<file path="src/rtl/vga_scan_driver.sv">
// rtl/vga_scan_driver.sv - 640x480@60 VGA raster timing, pixel request bus and pin register
module vga_scan_driver #(
    parameter int H_SYNC  = 96,
    parameter int H_BACK  = 48,
    parameter int H_DISP  = 640,
    parameter int H_FRONT = 16,
    parameter int V_SYNC  = 2,
    parameter int V_BACK  = 33,
    parameter int V_DISP  = 480,
    parameter int V_FRONT = 10
) (
    input  logic        vga_clk,
    input  logic        sys_rst_n,
    input  logic [23:0] pixel_data,
    output logic [9:0]  pixel_xpos,
    output logic [9:0]  pixel_ypos,
    output logic        pixel_req,
    output logic        vga_hs,
    output logic        vga_vs,
    output logic        vga_de,
    output logic [23:0] vga_rgb,
    output logic        frame_tick
);
    localparam logic [9:0] H_LAST     = 10'(H_SYNC + H_BACK + H_DISP + H_FRONT - 1);
    localparam logic [9:0] V_LAST     = 10'(V_SYNC + V_BACK + V_DISP + V_FRONT - 1);
    localparam logic [9:0] H_SYNC_END = 10'(H_SYNC);
    localparam logic [9:0] V_SYNC_END = 10'(V_SYNC);
    localparam logic [9:0] H_ACT_BEG  = 10'(H_SYNC + H_BACK);
    localparam logic [9:0] H_ACT_END  = 10'(H_SYNC + H_BACK + H_DISP);
    localparam logic [9:0] V_ACT_BEG  = 10'(V_SYNC + V_BACK);
    localparam logic [9:0] V_ACT_END  = 10'(V_SYNC + V_BACK + V_DISP);
    // Requests lead the active region by one clock to cover the renderer's register.
    localparam logic [9:0] H_REQ_BEG  = 10'(H_SYNC + H_BACK - 1);
    localparam logic [9:0] H_REQ_END  = 10'(H_SYNC + H_BACK + H_DISP - 1);

    logic [9:0] h_cnt;
    logic [9:0] v_cnt;
    logic       h_wrap;
    logic       v_act;
    logic       active;

    assign h_wrap = (h_cnt == H_LAST);

    always_ff @(posedge vga_clk or negedge sys_rst_n) begin
        if (!sys_rst_n) begin
            h_cnt <= '0;
            v_cnt <= '0;
        end else if (h_wrap) begin
            h_cnt <= '0;
            if (v_cnt == V_LAST) begin
                v_cnt <= '0;
            end else begin
                v_cnt <= v_cnt + 10'd1;
            end
        end else begin
            h_cnt <= h_cnt + 10'd1;
        end
    end

    assign v_act      = (v_cnt >= V_ACT_BEG) && (v_cnt < V_ACT_END);
    assign active     = v_act && (h_cnt >= H_ACT_BEG) && (h_cnt < H_ACT_END);
    assign pixel_req  = v_act && (h_cnt >= H_REQ_BEG) && (h_cnt < H_REQ_END);
    assign pixel_xpos = pixel_req ? (h_cnt - H_REQ_BEG) : '0;
    assign pixel_ypos = pixel_req ? (v_cnt - V_ACT_BEG) : '0;

    // All pin outputs share this one stage so sync, enable and colour stay aligned.
    always_ff @(posedge vga_clk or negedge sys_rst_n) begin
        if (!sys_rst_n) begin
            vga_hs     <= 1'b1;
            vga_vs     <= 1'b1;
            vga_de     <= 1'b0;
            vga_rgb    <= '0;
            frame_tick <= 1'b0;
        end else begin
            vga_hs     <= ~(h_cnt < H_SYNC_END);
            vga_vs     <= ~(v_cnt < V_SYNC_END);
            vga_de     <= active;
            vga_rgb    <= active ? pixel_data : '0;
            frame_tick <= (h_cnt == '0) && (v_cnt == '0);
        end
    end
endmodule

</file>
<file path="config.mk">
export PLATFORM = sky130hd
export DESIGN_NAME = vga_scan_driver
export DESIGN_NICKNAME = d
export VERILOG_FILES = /design/src/rtl/vga_scan_driver.sv
export SDC_FILE = /design/constraint.sdc
export NUM_CORES = 1
export LEC_CHECK = 0
export BUFFER_PORTS_ARGS = -buffer_cell sky130_fd_sc_hd__buf_2
export CORE_ASPECT_RATIO = 1.1
export CORE_UTILIZATION = 36
export DETAILED_ROUTE_END_ITERATION = 16
export SYNTH_ARGS = -nofsm -noshare
export SYNTH_HDL_FRONTEND = slang
export SYNTH_SLANG_ARGS = --single-unit
export TNS_END_PERCENT = 50
</file>
<file path="constraint.sdc">
create_clock -name vga_clk -period 2 [get_ports vga_clk]
set_input_delay 0.4 -clock vga_clk [delete_from_list [all_inputs] [get_ports vga_clk]]
set_output_delay 0.4 -clock vga_clk [all_outputs]
set_load 0.03 [all_outputs]
</file>
=== Word-level counts from Yosys, hierarchy flattened ===
Cells that the tools add are included.

* Register bits after elaboration: 48
* Output and inout port bits: 49
* Word-level logic and storage cells: 36

* $add $sub $neg: 4
* Order comparisons: 8
* Eq/ne operators: 2
* Multiplexer cells: 5
* Bitwise operators: 2
* Reduce and logical (&&, ||, !) cells: 8

{| class="wikitable"
|+ Operators by type and width
! kind !! number
|-
| 2-to-1 mux 10 bit || 4
|-
| less-than comparator 10 bit (second input constant) || 3
|-
| 2-to-1 mux 24 bit || 1
|-
| adder 10 x 1 -> 10 bit (second input constant) || 2
|-
| == test 10 bit (second input constant) || 2
|-
| >= comparator 10 x 8 -> 1 bit (second input constant) || 2
|-
| zero test 10 bit || 2
|-
| >= comparator 10 x 6 -> 1 bit (second input constant) || 1
|-
| less-than comparator 10 x 2 -> 1 bit (second input constant) || 1
|-
| less-than comparator 10 x 7 -> 1 bit (second input constant) || 1
|-
| subtractor 10 x 6 -> 10 bit (second input constant) || 1
|-
| subtractor 10 x 8 -> 10 bit (second input constant) || 1
|-
| logical AND 1 bit || 6
|-
| inverter 1 bit || 2
|}

=== Depth between registers and ports, before layout ===
* Depth after elaboration: 5
* Mapped depth: 7
* Mapped depth without buffers: 6

=== Worst setup path after synthesis ===
Ideal clock, no wire load.

* Path kind: register to output
* Start point: register v_cnt[1]
* End point: output pixel_xpos[7]
* Arrival: 2.317 ns
* Required time: 1.600 ns
* Slack: -0.717 ns
* Stages on the path, launching flop included: 7
* Path buffers: 1
* Cells stage by stage: dfrtp_1 > ha_1 > buf_2 > nor4_2 > and4b_1 > o22ai_2 > nor4_1

* Word-level cells in the longest chain between the ends: 5
* Elaborated cells on any way between the ends: 6
* Those cells by class: 2 x order compare; 1 x mux; 3 x reduce/logical

{| class="wikitable"
|+ RTL lines
! item !! line !! source
|-
| start, declared || 37 || <nowiki>logic [9:0] v_cnt;</nowiki>
|-
| start signal, assigned || 53 || <nowiki>v_cnt <= v_cnt + 10'd1;</nowiki>
|-
| >= comparator 10 x 6 -> 1 bit or less-than comparator 10 bit (tied branches) || 60 || <nowiki>assign v_act = (v_cnt >= V_ACT_BEG) && (v_cnt < V_ACT_END);</nowiki>
|-
| logical AND 1 bit (*) || 60 ||
|-
| logical AND 1 bit (*) (2 in a row) || 62 || <nowiki>assign pixel_req = v_act && (h_cnt >= H_REQ_BEG) && (h_cnt < H_REQ_END);</nowiki>
|-
| 2-to-1 mux 10 bit (*) || 63 || <nowiki>assign pixel_xpos = pixel_req ? (h_cnt - H_REQ_BEG) : '0;</nowiki>
|-
| end, declared || 15 || <nowiki>output logic [9:0] pixel_xpos,</nowiki>
|}

Mark *: on every way between the ends. The rest lies on a longest branch, timed or not.

=== Worst setup path after layout ===
* Start point: register v_cnt[0]
* End point: output pixel_ypos[3]

* Word-level cells in the longest chain between the ends: 5
* Elaborated cells on any way between the ends: 7
* Those cells by class: 1 x add/sub; 2 x order compare; 1 x mux; 3 x reduce/logical

{| class="wikitable"
|+ RTL lines
! item !! line !! source
|-
| >= comparator 10 x 6 -> 1 bit or less-than comparator 10 bit (tied branches) || 60 ||
|-
| logical AND 1 bit || 60 ||
|-
| logical AND 1 bit (2 in a row) || 62 ||
|-
| 2-to-1 mux 10 bit (*) || 64 || <nowiki>assign pixel_ypos = pixel_req ? (v_cnt - V_ACT_BEG) : '0;</nowiki>
|-
| end, declared || 16 || <nowiki>output logic [9:0] pixel_ypos,</nowiki>
|}

Marked as above.

==> flow_summary.yaml <==
floorplanning:
  die_h_um: 90.4
  dieArea_um2: 7440
  io_pins: 75
  core-area_um2: 6710
  start_util: 0.381
  die_w_um: 82.3
  row_count: 31
routing:
  via_count: 2173
  avgViaCountPerCell: 4.88
  avgRoutedWirePerCell_um: 14.5
  postRouteAntennaNets: 0
  firstDrtPassIters: 4
  drc_errors: 0
  wl_um: 6460
  drt-initial-drc-count: 80
place:
  io_buffer_count: 74
  place.detailed.hpwl_um: 4900
  place.gp.congestion: 0.820
sta:
  hold_slack_ns: 0.141
  post-route-min-period_ns: 2.44
  fmax_ghz: 0.410
  worst_pin_slew_ns: 0.728
  finClkSkew_ns: 0.00467
  finalHoldViolations: 0
  fin_ws_ns: -0.438
  rsz0062_at_grt: "yes"
  setup_violations: 21
  relSlewSlack: 0.515
  fin_crit_sh: 1.22
  drv_slew: 0
clock_network:
  cts_root_buffer: "clkbuf_8"
  clock_path_buffers: 2
  holdBufCountCts: 0
  cts_sinks: 48
  cts_inserted_buffers: 5
  cts_tree: "yes"
  clk_latency_ns: 0.30
  htreeDepth: 2
  cts.clk_slew.worst_paths_ns: 0.09
global_route:
  grt_usage: 0.190
  grt_max_degree: 32
  overflow: 0
  antenna_found_initial: 0
  first_global_vias: 2214
  grt_pass1_wl_um: 10800
yosys:
  synth_edf_count: 0
  synthFlopType: "dfrtp_1"
  avgSynthCellArea_um2: 10.4
  yosysSeqAreaShare: 0.471
  yosys_warnings: 0
  netlist-cell-type-count: 49
  synthArstFlopShare: 1.00
  netlist_instances: 246
  synth.net_count: 276
  ys_ff_latch: 48
  synth.cell_area_um2: 2560
setup_path:
  worstRegToRegCells: 6
  startpoint: "v_cnt[0]$_DFFE_PN0N_"
  reg2reg_to: "vga_rgb[3]$_DFF_PN0_"
  crit_slowest_cell: "dfrtp_1"
  r2r_start: "v_cnt[0]$_DFFE_PN0N_"
  crit_type: "reg -> out"
  path_buf_inv: 2
  crit_arrival_ns: 2.04
  crit_family: "simple AND/OR/NAND/NOR gates"
  worstSetupStartpointType: "flop"
  cp-end-kind: "output port"
  path_cells: "ha_4 > nor4_4 > and4b_2 > o22ai_4 > buf_12 > nor3_4 > buf_6"
  cp_max_fo: 8
  max_stage_delay_ns: 0.42
  reg2reg_slack_ns: 0.17
  worstPathRequired_ns: 1.60
pwr:
  p_leak_nw: 1.98
  ir_drop_v: 0.000299
  internal-power_w: 0.00149
  clkPwrFrac: 0.458
  pwr-share-comb: 0.024
  p_per_area_nw_per_um2: 484
  p_sw_w: 0.000378
  switching_share: 0.202
  pwr-share-seq: 0.518
cells_and_area:
  final_common_cell: "buf_2"
  area_growth_pct: 51.4
  nets: 392
  fin_util: 0.577
  drive_gt1_frac: 0.488
  layout_common_cells: "53 x buf_2, 49 x buf_4, 44 x dfrtp_1"
  diodes: 0
status:
  status: "finished with violations"
  violations: "setup timing"
worst_hold_path:
  hold_class: "in -> async"
run:
  cap_violations: 0
sequential cells by signal, summed over array words and instances, names as in the netlist:
signal / cells
vga_de: 1
vga_rgb: 24
v_cnt: 10
frame_tick: 1
vga_hs: 1
vga_vs: 1
h_cnt: 10
how the worst max path moves through the flow:
stage / end / depth (start not counted)
global route: pixel_ypos[8] / 7
floorplan: pixel_xpos[2] / 7
finish: pixel_ypos[3] / 7
detailed placement: pixel_xpos[7] / 6
CTS: pixel_xpos[7] / 7
global placement: pixel_ypos[3] / 7
synthesized netlist by cell type, types with 2 or more instances:
cell type  instances  area, um2
and2_1            24        150
a21oi_1            8       40.0
o22ai_1            2       12.5
nor3_2            12        120
nor4_1             4       25.0
and3_1             3       18.8
dfrtp_1           46       1150
clkbuf_1           4       15.0
dfstp_2            2       52.6
nor3_1             8       40.0
xnor2_1           13        114
or3_1              6       37.5
a31oi_1            2       12.5
a21o_1             2       15.0
and4_1             3       26.3
nand3_1           10       50.1
inv_1             11       41.3
nor2_1            14       52.6
buf_2              9       45.0
o21ai_0            9       45.0
xor2_1             6       52.6
nand2_1           10       37.5
nor3b_2            2       25.0
nand4_1            4       25.0
ha_1               4       50.1
buf_6              5       56.3
cell families (layout without fill, tap and decap cells):
kind of cell | Yosys count | in the layout | share of synthesized area
flops | 48 | 48 | 0.471
simple gates | 112 | 112 | 0.282
xor+xnor | 19 | 19 | 0.0651
fa+ha+maj | 4 | 4 | 0.0196
compound gates | 32 | 32 | 0.0945
mux | 1 | 1 | 0.00392
buf+inv | 30 | 147 | 0.0636
worst reg2reg max path: cells and delay by family (launching register included):
| kind | cells | cell delay [ns] |
|---|---|---|
| AND/OR/NAND/NOR | 1 | 0.21 |
| flip-flops | 1 | 0.42 |
| AO/OA/AOI/OAI | 3 | 0.75 |
| adder cells (fa/ha/maj) | 1 | 0.20 |
| buffers and inverters | 1 | 0.15 |
power groups by stage:
stage	sequential [W]	combinational (W)	clock (W)
final	0.000970	0.0000442	0.000858
after global routing	0.000970	0.0000509	0.000913
after CTS	0.000970	0.0000469	0.000876
after detailed placement	0.000989	0.0000466	0
after global placement	0.000989	0.0000463	0
after floorplan	0.000989	0.000000349	0
layer usage:
layer | routed length [um] | vias to the layer above | global-route usage
met3 | 116 | 8 | 0.0303
met5 | 0 | - | 0
met4 | 89 | 0 | 0.0512
met1 | 2700 | 1063 | 0.225
li1 | - | 1079 | -
met2 | 3550 | 23 | 0.344
what timing repair did:
action	in CTS	in global routing
hold endpoints to repair	0	0
setup buffers	0	1
setup endpoints to repair	21	23
pin swaps	3	3
gates cloned	0	1
gates resized for setup	44	4
cell type report:
cell class / count / area (um2)
tap: 82 / 103
sequential: 48 / 1210
timing repair buffer: 128 / 975
inverter: 11 / 41.3
fill: 581 / 2840
multi-input combinational: 168 / 1410
clock buffer: 5 / 68.8
clock inverter: 3 / 68.8
per-stage QoR:
step | power [W] | TNS, ns | instance area (um2) | cells | setup slack, ns
detailed placement | 0.00104 | -2.95 | 3540 | 435 | -0.230
CTS | 0.00189 | -8.86 | 3830 | 443 | -0.511
finish | 0.00187 | -8.57 | 3870 | 445 | -0.438
global placement | 0.00104 | -2.98 | 3540 | 435 | -0.166
floorplan | 0.000990 | -3.54 | 2780 | 246 | -0.205
global route | 0.00193 | -10.40 | 3870 | 445 | -0.521
(Power assumes the default switching activity.)
